[config.mk]
export PLATFORM = sky130hd
export DESIGN_NAME = ssd_scan_ctrl
export DESIGN_NICKNAME = d
export VERILOG_FILES = /design/src/rtl/ssd_pkg.sv /design/src/rtl/seg_code_decode.sv /design/src/rtl/ssd_scan_ctrl.sv
export SDC_FILE = /design/constraint.sdc
export NUM_CORES = 1
export LEC_CHECK = 0
export BUFFER_PORTS_ARGS = -buffer_cell sky130_fd_sc_hd__buf_2
export CAP_MARGIN = 10
export CORE_MARGIN = 1
export CORE_UTILIZATION = 53
export CTS_CLUSTER_SIZE = 24
export DETAILED_ROUTE_END_ITERATION = 6
export HOLD_SLACK_MARGIN = 0.15
export PLACE_DENSITY = 0.81
export RECOVER_POWER = 25
export SYNTH_ARGS = -nofsm -noshare
export SYNTH_HDL_FRONTEND = slang
export SYNTH_SLANG_ARGS = --single-unit
[constraint.sdc]
create_clock -name clk -period 2.9 [get_ports clk]
set_input_delay 0.435 -clock clk [delete_from_list [all_inputs] [get_ports clk]]
set_output_delay 0.435 -clock clk [all_outputs]
set_load 0.03 [all_outputs]
[src/rtl/ssd_pkg.sv]
// ssd_pkg -- shared constants for the seven-segment scan controller.
//
// Holds the 5-bit display codes for the non-hex glyphs, the all-segments-off
// pattern (segments are active-low), the blank power-on frame and a helper
// that turns a digit index into an active-low anode pattern.
package ssd_pkg;

  typedef logic [1:0] digit_idx_t;

  localparam logic [4:0] BLANK = 5'h10;
  localparam logic [4:0] DASH  = 5'h11;
  localparam logic [4:0] CH_C  = 5'h12;
  localparam logic [4:0] CH_L  = 5'h13;
  localparam logic [4:0] CH_O  = 5'h14;
  localparam logic [4:0] CH_P  = 5'h15;
  localparam logic [4:0] CH_E  = 5'h16;
  localparam logic [4:0] CH_N  = 5'h17;

  localparam logic [6:0]  SEG_OFF     = 7'h7F;
  localparam logic [19:0] FRAME_BLANK = {BLANK, BLANK, BLANK, BLANK};

  // Active-low anode pattern with only the selected digit driven low.
  function automatic logic [3:0] anode_of(input digit_idx_t idx);
    logic [3:0] onehot;
    onehot = 4'b0001 << idx;
    return ~onehot;
  endfunction

endpackage

[src/rtl/seg_code_decode.sv]
// seg_code_decode -- combinational 5-bit display code to 7-segment decoder.
//
// Ports:
//   code : 5-bit display code (0x00-0x0F hex digits, 0x10-0x17 glyphs)
//   seg  : active-low segments {g,f,e,d,c,b,a}; unused codes are blank
module seg_code_decode
  import ssd_pkg::*;
(
  input  logic [4:0] code,
  output logic [6:0] seg
);

  // Code lookup; anything not listed is blank.
  always_comb begin
    seg = SEG_OFF;
    case (code)
      5'h00:   seg = 7'h40;
      5'h01:   seg = 7'h79;
      5'h02:   seg = 7'h24;
      5'h03:   seg = 7'h30;
      5'h04:   seg = 7'h19;
      5'h05:   seg = 7'h12;
      5'h06:   seg = 7'h02;
      5'h07:   seg = 7'h78;
      5'h08:   seg = 7'h00;
      5'h09:   seg = 7'h10;
      5'h0A:   seg = 7'h08;
      5'h0B:   seg = 7'h03;
      5'h0C:   seg = 7'h46;
      5'h0D:   seg = 7'h21;
      5'h0E:   seg = 7'h06;
      5'h0F:   seg = 7'h0E;
      BLANK:   seg = SEG_OFF;
      DASH:    seg = 7'h3F;
      CH_C:    seg = 7'h46;
      CH_L:    seg = 7'h47;
      CH_O:    seg = 7'h23;
      CH_P:    seg = 7'h0C;
      CH_E:    seg = 7'h06;
      CH_N:    seg = 7'h2B;
      default: seg = SEG_OFF;
    endcase
  end

endmodule

[src/rtl/ssd_scan_ctrl.sv]
// ssd_scan_ctrl -- four-digit multiplexed seven-segment display scanner
// with double-buffered frame updates and optional per-digit blinking.
//
// Optional feature macro: SSD_BLINK_EN (blink counter and per-digit mask).
//
// Parameters:
//   REFRESH_DIV : clk cycles per digit slot
//   BLINK_DIV   : clk cycles per blink half-period (SSD_BLINK_EN only)
// Ports:
//   clk         : system clock, rising edge
//   rst         : asynchronous active-low reset
//   frame_in    : four 5-bit codes, [19:15] = digit 3 (leftmost), [4:0] = digit 0
//   blink_mask  : per-digit blink enable, bit n = digit n
//   frame_load  : request to display frame_in / blink_mask
//   frame_ack   : one-cycle pulse in the first cycle the requested frame shows
//   an          : active-low anodes, exactly one low outside reset
//   seg         : active-low segments {g,f,e,d,c,b,a}
//   blink_phase : 1 while blinking digits are blanked
//
// A new frame only takes effect at the scan boundary (digit 3 -> digit 0),
// so every scan shows one consistent frame. an/seg/frame_ack are registered
// from next-state values, so the new digit and its frame appear together in
// the cycle after the tick.
module ssd_scan_ctrl
  import ssd_pkg::*;
#(
  parameter int REFRESH_DIV = 100000,
  parameter int BLINK_DIV   = 50000000
) (
  input  logic        clk,
  input  logic        rst,
  input  logic [19:0] frame_in,
  input  logic [3:0]  blink_mask,
  input  logic        frame_load,
  output logic        frame_ack,
  output logic [3:0]  an,
  output logic [6:0]  seg,
  output logic        blink_phase
);

  localparam int REF_W = (REFRESH_DIV > 1) ? $clog2(REFRESH_DIV) : 1;

  logic [REF_W-1:0] ref_cnt_r;
  digit_idx_t       idx_r;
  digit_idx_t       idx_next_s;
  logic             tick_s;
  logic             boundary_s;
  logic [19:0]      act_frame_r;
  logic [19:0]      act_frame_next_s;
  logic [19:0]      pend_frame_r;
  logic             pend_r;
  logic [4:0]       code_s;
  logic [6:0]       dec_seg_s;
  logic             blank_s;

  assign tick_s     = (ref_cnt_r == REF_W'(REFRESH_DIV - 1));
  assign boundary_s = tick_s && (idx_r == 2'd3);

`ifdef SSD_BLINK_EN
  localparam int BLK_W = (BLINK_DIV > 1) ? $clog2(BLINK_DIV) : 1;

  logic [BLK_W-1:0] blk_cnt_r;
  logic             phase_r;
  logic             phase_next_s;
  logic [3:0]       act_mask_r;
  logic [3:0]       act_mask_next_s;
  logic [3:0]       pend_mask_r;

  // Blink phase flips when the blink counter wraps.
  always_comb begin
    phase_next_s = phase_r;
    if (blk_cnt_r == BLK_W'(BLINK_DIV - 1)) begin
      phase_next_s = ~phase_r;
    end else begin
      phase_next_s = phase_r;
    end
  end

  // Mask follows the same boundary hand-over as the frame codes.
  always_comb begin
    act_mask_next_s = act_mask_r;
    if (boundary_s && frame_load) begin
      act_mask_next_s = blink_mask;
    end else if (boundary_s && pend_r) begin
      act_mask_next_s = pend_mask_r;
    end else begin
      act_mask_next_s = act_mask_r;
    end
  end

  // Blink counter, phase and mask storage.
  always_ff @(posedge clk or negedge rst) begin
    if (!rst) begin
      blk_cnt_r   <= '0;
      phase_r     <= 1'b0;
      act_mask_r  <= 4'b0000;
      pend_mask_r <= 4'b0000;
    end else begin
      if (blk_cnt_r == BLK_W'(BLINK_DIV - 1)) begin
        blk_cnt_r <= '0;
      end else begin
        blk_cnt_r <= blk_cnt_r + BLK_W'(1);
      end
      phase_r    <= phase_next_s;
      act_mask_r <= act_mask_next_s;
      if (frame_load && !boundary_s) begin
        pend_mask_r <= blink_mask;
      end
    end
  end

  assign blank_s     = phase_next_s && act_mask_next_s[idx_next_s];
  assign blink_phase = phase_r;
`else
  logic unused_blink_s;

  assign unused_blink_s = (^blink_mask) ^ (BLINK_DIV > 0);
  assign blank_s        = 1'b0;
  assign blink_phase    = 1'b0;
`endif

  // Next digit index and next active frame (loads at the boundary bypass pending).
  always_comb begin
    idx_next_s       = idx_r;
    act_frame_next_s = act_frame_r;
    if (tick_s) begin
      idx_next_s = idx_r + 2'd1;
    end else begin
      idx_next_s = idx_r;
    end
    if (boundary_s && frame_load) begin
      act_frame_next_s = frame_in;
    end else if (boundary_s && pend_r) begin
      act_frame_next_s = pend_frame_r;
    end else begin
      act_frame_next_s = act_frame_r;
    end
  end

  // Select the code of the digit that will be lit next cycle.
  always_comb begin
    code_s = BLANK;
    case (idx_next_s)
      2'd0:    code_s = act_frame_next_s[4:0];
      2'd1:    code_s = act_frame_next_s[9:5];
      2'd2:    code_s = act_frame_next_s[14:10];
      2'd3:    code_s = act_frame_next_s[19:15];
      default: code_s = BLANK;
    endcase
  end

  seg_code_decode u_decode (
    .code (code_s),
    .seg  (dec_seg_s)
  );

  // Refresh counter, scan index, frame buffers and registered outputs.
  always_ff @(posedge clk or negedge rst) begin
    if (!rst) begin
      ref_cnt_r    <= '0;
      idx_r        <= 2'd0;
      act_frame_r  <= FRAME_BLANK;
      pend_frame_r <= FRAME_BLANK;
      pend_r       <= 1'b0;
      frame_ack    <= 1'b0;
      an           <= 4'b1111;
      seg          <= SEG_OFF;
    end else begin
      if (tick_s) begin
        ref_cnt_r <= '0;
      end else begin
        ref_cnt_r <= ref_cnt_r + REF_W'(1);
      end
      idx_r       <= idx_next_s;
      act_frame_r <= act_frame_next_s;
      // Latest request wins; the boundary consumes whatever is pending.
      if (boundary_s) begin
        pend_r <= 1'b0;
      end else if (frame_load) begin
        pend_r       <= 1'b1;
        pend_frame_r <= frame_in;
      end
      frame_ack <= boundary_s && (frame_load || pend_r);
      an        <= anode_of(idx_next_s);
      seg       <= blank_s ? SEG_OFF : dec_seg_s;
    end
  end

endmodule

==> results.md, run 1 <==
- Status: complete, but fails checks
- Failing checks: max-capacitance violations, max-slew violations
- Critical Path Start: ref_cnt_r[8]
- Fmax: 0.3521 GHz
- Least-Margin Pin Slew: between 2 and 2.5 ns
- Final GP Congestion: 0.8545
- Vias in the first global route: about 2,800
- GRT overflow: 0
- Max incr delay on CP: 0.44 ns
- Unrepaired setup endpoints after global routing: true
- Slowest-stage cell, CP: dfrtp_1
- CTS sink count: 72
- Clk root buf: clkbuf_8
- Yosys cell types: 49
- Most common cell after layout, fill and taps aside: dfrtp_1
- Final slew viol count: 40
- Worst Skew: just over 0.007 ns
- Mapped Cells: 315
- FF+latch area: 0.001827 mm2
- Placed cell areas: 0.004046 mm2
- Area of the multi-input gates: 0.001750 mm2
- WP buf/inv: 1
- Most used routing layer: met2
- Avg Cell Area, Syn: 11.49 um2
- HP Class: in2reg
- Max Buffers Root-to-Sink: 2
- FF+latch count, synth: just over 70
- Row cnt: 29
- Leakage power: 1.910 nW
- Fin crit share: 0.9794
- Hold Slack: 0.3326 ns
- Final Hold Fails: 0
- DRC: 0
- Most frequent cells in the layout: 52 x dfrtp_1, 33 x buf_2, 31 x buf_4
- Synthesized Nets: 351
- Global-route wire length before repair: ~13,000 um
- Yosys Warn Count: 0
- Met2 usage: 0.3991
- Sequential fraction of the synthesis area: 0.5043
- Vias: roughly 2,800
- N_diodes: 0
- Met3 GRT Util: 0.06981
- Final net count: 412
- VDD IR max: slightly below 0.3 mV
- Synth-to-Final Area Change: 21.95%
- GR Util met1: 0.2931
- Required @ worst endpoint: 3.17 ns
- Port bufs: 34
- Cells along the critical path: nor4bb_1 > and4_4 > nand2_8 > a221o_1 > o22ai_2 > nor2_4 > ha_1 > inv_1 > mux2i_1 > a221oi_2 > nor2_1
- DIE AREA: 0.007164 mm2
- CORE AREA: 0.006459 mm2
- Fillers: between 400 and 500
- Vias per cell: around 6.1
- Starting Density: 0.5604
- Total CTS buffers: 9
- Antenna violations before repair: 0
- Reg2reg start: ref_cnt_r[8]
- Crit Path Max Fanout: 19
- Fin crit period: 2.840 ns
- Critical path class: reg2reg
- Design area: 0.004414 mm2
- Hpwl dp: 5310 um
- Share of cells above drive strength 1: 0.4042
- Drt wl/cell: 17.93 um
- Worst-skew pair later-pin latency: between 0.3 and 0.4 ns
- DRT Wirelength: 8214 um
- Max_cap viols: 1
- Crit path capture type: register
- H-tree depth: 3
- GR Util All Layers: 0.2384
- TritonRoute pass-1 iters: 7
- Critical Path AT: 3.11 ns
- Largest net degree at the start of global routing: 40
- Initial DRC Count: 126
- IO Pins: 40
- CP delay by family, top: compound AO/OA/AOI/OAI gates
- Vert. Die Dim: between 80 and 90 um
- Routed Antenna Nets: 0
- Die Span X: about 85 um
- Crit path launch type: register
- Hold path start: frame_in[15]
- Netlist Area Pre-Place: 0.003620 mm2
- Clock Pin Slew Worst Setup and Hold Paths: 0.08 ns
- Slew headroom: -0.3497
- PD cells: 465.0 mW/mm2
- Setup violations, final: 0
- TritonCTS clock tree: yes
==> worst register-to-register path: cells and delay by family (launching register included) <==
family / cells / cell delay, ns
flops: 1 / 0.44
buf+inv: 1 / 0.12
compound gates: 3 / 0.95
fa+ha+maj: 1 / 0.25
mux: 1 / 0.11
simple gates: 5 / 0.93
==> what timing repair did <==
item | in CTS | in global routing
gates cloned | 0 | 0
pin swaps | 1 | 4
hold buffers | 0 | 0
resized for setup | 6 | 17
setup buffers | 2 | 4
endpoints found under the setup margin | 5 | 7
==> layer usage <==
metal	share of wire	wire length, um	vias up
li1	-	-	1289
met2	0.51	4173	104
met4	0.019	160	0
met3	0.051	416	20
met1	0.42	3464	1390
met5	0	0	-
==> cells in the mapped netlist, drive strengths merged <==
| master | n | area (um2) |
|---|---|---|
| nand4 | 3 | 18.77 |
| o22ai | 11 | 75.07 |
| a32o | 15 | 150.1 |
| xor2 | 7 | 61.31 |
| a221oi | 3 | 26.28 |
| nand2 | 23 | 93.84 |
| o211ai | 1 | 7.510 |
| nor4b | 2 | 23.77 |
| o311ai | 1 | 8.760 |
| o32ai | 1 | 8.760 |
| a211oi | 3 | 35.03 |
| and4 | 4 | 37.54 |
| a21oi | 6 | 30.03 |
| o21ai | 8 | 40.04 |
| buf | 12 | 91.34 |
| or2 | 1 | 6.260 |
| nor4bb | 2 | 20.02 |
| o31a | 1 | 8.760 |
| o221ai | 2 | 17.52 |
| and4bb | 1 | 12.51 |
| dfstp | 19 | 499.2 |
| inv | 12 | 45.04 |
| or3 | 2 | 12.51 |
| ha | 9 | 112.6 |
| and3 | 3 | 23.77 |
| nand3 | 7 | 35.03 |
| mux2 | 20 | 225.2 |
| nor2 | 23 | 93.84 |
| and2 | 16 | 100.1 |
| xnor2 | 9 | 86.34 |
| mux2i | 3 | 30.03 |
| conb | 1 | 3.750 |
| clkbuf | 7 | 26.28 |
| dfrtp | 53 | 1326 |
| nor2b | 4 | 25.02 |
| a221o | 19 | 193.9 |
| a22oi | 1 | 7.510 |
==> through the flow <==
stage               instances  setup slack, ns  utilization  power (W)   TNS, ns
floorplan                 315          0.02160            -   0.001118         0
global placement          436          0.05354       0.6265   0.001172         0
detailed placement        436         -0.04258       0.6265   0.001178  -0.06070
CTS                       454          0.01120       0.6664   0.002060         0
global route              458         -0.06674       0.6835   0.002120   -0.1674
finish                    458          0.05972       0.6835   0.002052         0
==> sequential cells by signal, indices dropped and copies added, names as in the netlist <==
signal and flops:
frame_ack 1, act_frame_r 20, idx_r 2, pend_frame_r 20
seg 7, an 4, pend_r 1, ref_cnt_r 17
==> power breakdown <==
group	switching, W	total (W)	internal (W)
logic	0.0000574	0.000109	0.0000513
clock network	0.000364	0.000894	0.000530
registers	0.0000125	0.00105	0.00104
==> cell families (layout without fill, tap and decap cells) <==
group	after synthesis	count (layout)	share of synthesized area
AND/OR/NAND/NOR	91	91	0.1390
AO/OA/AOI/OAI	72	72	0.1683
flip-flops	72	72	0.5043
buffers and inverters	31	97	0.04494
multiplexers	23	23	0.07052
XOR/XNOR	16	16	0.04079
adder cells (fa/ha/maj)	9	9	0.03111
other	1	1	0.001036
==> final timing paths <==
kind | to | slack (ns) | cells after the start
min in group asynchronous | act_frame_r[13] | 0.66 | 1
worst max register to register | seg[5] | 0.06 | 11
worst min register to register | pend_frame_r[16] | 0.50 | 1
worst min-delay path | pend_frame_r[15] | 0.33 | 2
worst max-delay path | seg[5] | 0.06 | 11
max in group asynchronous | act_frame_r[19] | 1.02 | 2
==> final cells by class <==
type	instances	area share
timing repair buffer	69	0.1071
inverter	12	0.01020
clock buffer	13	0.03600
clock inverter	3	0.01446
tap	77	0.02183
sequential	72	0.4138
multi-input combinational	212	0.3965
Power figures use the tool's default switching activity.
==> run 2, diff against run 1 <==
--- a/config.mk
+++ b/config.mk
@@ -7,6 +7,7 @@
 export LEC_CHECK = 0
 export BUFFER_PORTS_ARGS = -buffer_cell sky130_fd_sc_hd__buf_2
 export CAP_MARGIN = 10
+export CORE_ASPECT_RATIO = 2
 export CORE_MARGIN = 1
 export CORE_UTILIZATION = 53
 export CTS_CLUSTER_SIZE = 24
@@ -14,6 +15,7 @@
 export HOLD_SLACK_MARGIN = 0.15
 export PLACE_DENSITY = 0.81
 export RECOVER_POWER = 25
+export SETUP_SLACK_MARGIN = 0.4
 export SYNTH_ARGS = -nofsm -noshare
 export SYNTH_HDL_FRONTEND = slang
 export SYNTH_SLANG_ARGS = --single-unit
==> results.md, run 2 (synthesis results as in run 1) <==
- Initial DRC Count: ~240
- Internal: around 0.0018 W
- Largest net degree at the start of global routing: 73
- Critical path class: reg2reg
- Cells along the critical path: ha_2 > and4_4 > and4_4 > and3_4 > buf_6 > buf_4 > a221o_1 > o22ai_2 > nor2_4 > nor2_1 > a221oi_1 > o221ai_1
- H-tree depth: 3
- Failing checks: max-capacitance violations, max-slew violations, negative setup slack
- Global-route wire length before repair: 15,260 um
- Share of cells above drive strength 1: 0.5133
- Met2 usage: 0.4979
- Crit path launch type: register
- Sw frac: 0.2195
- Top Registers: act_frame_r x20, pend_frame_r x20, ref_cnt_r x17
- GR Util met1: 0.2939
- Vert. Die Dim: 118.9 um
- Vias: 3,094
- Met3 GRT Util: 0.08360
- Synth-to-Final Area Change: 35.53%
- NetSw: between 0.0005 and 0.0006 W
- DRC: 0
- CTS Hold Bufs: 0
- Combinational power share: 0.046
- Vias per cell: 6.176
- Most common cell after layout, fill and taps aside: buf_4
- Critical Path AT: 3.19 ns
- Unrepaired setup endpoints after global routing: true
- CORE AREA: 0.006621 mm2
- Port bufs: 34
- Total CTS buffers: 9
- Sequential power share: 0.451
- Leakage power: 2.156 nW
- Starting Density: 0.5467
- Hpwl dp: between 5000 and 6000 um
- DIE AREA: 0.007184 mm2
- Max_cap viols: 1
- Final net count: 444
- Vias in the first global route: roughly 3,200
- Slew headroom: -0.1856
- Design area: 0.004906 mm2
- Status: complete, but fails checks
- Worst-skew pair later-pin latency: 0.35 ns
- Most frequent cells in the layout: 57 x buf_4, 52 x dfrtp_1, 35 x buf_2
- PD cells: 476.4 mW/mm2
- Antenna violations before repair: 0
- Fmax: 0.3389 GHz
- Clk root buf: clkbuf_16
- Final worst slack: -0.05056 ns
- TritonRoute pass-1 iters: 5
- N_diodes: 0
- Most used routing layer: met2
- Clock Power Share: 0.503
- Final GP Congestion: 0.8046
- Routed Antenna Nets: 0
- IO Pins: 40
- Fin crit period: 2.951 ns
- DRT Wirelength: 10,230 um
- Worst slack at placement: -0.1331 ns
- Crit path capture type: register
- Placed cell areas: 0.004081 mm2
- Row cnt: 42
- Worst Skew: 0.01095 ns
- CP most frequent cell: and4_4
- GRT overflow: 0
- TritonCTS clock tree: yes
- Crit Path Max Fanout: 7
- VDD IR max: 0.3710 mV
- Required @ worst endpoint: approximately 3.1 ns
- Final Hold Fails: 0
- Least-Margin Pin Slew: 1.778 ns
- Drt wl/cell: 20.41 um
- Setup violations, final: 1
- Fin crit share: 1.017
- Slowest-stage cell, CP: dfrtp_1
- Max Buffers Root-to-Sink: 2
- Max incr delay on CP: a little under 0.4 ns
- CTS sink count: 72
- Final slew viol count: 73
- Die Span X: roughly 60 um
- Clock Pin Slew Worst Setup and Hold Paths: ~0.060 ns
- GR Util All Layers: 0.2953
- HP Class: in2reg
-- run 2: cell types whose count changed in the layout (fill, tap and decap cells not counted), sizes merged --
cell | before | now
inv | 12 | 13
bufinv | 2 | 1
clkinv | 1 | 3
buf | 68 | 99
clkbuf | 14 | 13
-- run 2: path summary, 6_finish.rpt --
check,slack (ns),startpoint,cells past startpoint,to
min reg2reg,0.50,pend_frame_r[13],1,pend_frame_r[13]
max,-0.05,ref_cnt_r[1],12,seg[3]
min,0.34,frame_in[7],2,pend_frame_r[7]
max in group asynchronous,1.08,rst,2,ref_cnt_r[8]
max reg2reg,-0.05,ref_cnt_r[1],12,seg[3]
min in group asynchronous,0.64,rst,2,pend_frame_r[3]
-- run 2: layer usage --
layer | part of all wire | vias up
li1 | - | 1342
met1 | 0.34 | 1560
met3 | 0.051 | 45
met5 | 0 | -
met2 | 0.56 | 147
met4 | 0.045 | 0
-- run 2: cell type report --
cell class                 count  area (um2)
multi-input combinational    212        1878
sequential                    72        1827
fill                         427        1715
timing repair buffer         101       728.2
clock buffer                  11       264.0
tap                           88       110.1
clock inverter                 5       51.30
inverter                      12       47.55
-- run 2: what timing repair did --
item	in CTS	in global routing
resized for setup	25	32
pin swaps	10	22
buffers inserted	13	16
endpoints found under the setup margin	7	7
gates cloned	1	1
-- run 2: metrics by stage --
step	setup TNS (ns)	power [W]	util	std cells	hold slack (ns)
finish	-0.05056	0.002337	0.7409	501	0.3428
CTS	0	0.002338	0.6963	484	0.3374
global placement	-0.005259	0.001168	0.6164	454	0.4783
floorplan	0	0.001118	-	315	0.1394
detailed placement	-0.3352	0.001173	0.6164	454	0.4850
global route	-0.3002	0.002401	0.7409	501	0.3433
-- run 2: power by group through the flow --
stage                     Sequential [W]  Clock, W  Combinational (W)
after floorplan                  0.00106         0          0.0000541
after global placement           0.00107         0           0.000102
after detailed placement         0.00107         0           0.000106
after CTS                        0.00105   0.00118           0.000106
after global routing             0.00106   0.00123           0.000117
final                            0.00105   0.00118           0.000108
-- run 2: worst max-delay path, delay by kind of cell, from the launching register on --
kind	cells	cell delay (ns)
AO/OA/AOI/OAI	4	1.03
buffers and inverters	2	0.27
flip-flops	1	0.39
AND/OR/NAND/NOR	5	0.97
adder cells (fa/ha/maj)	1	0.20
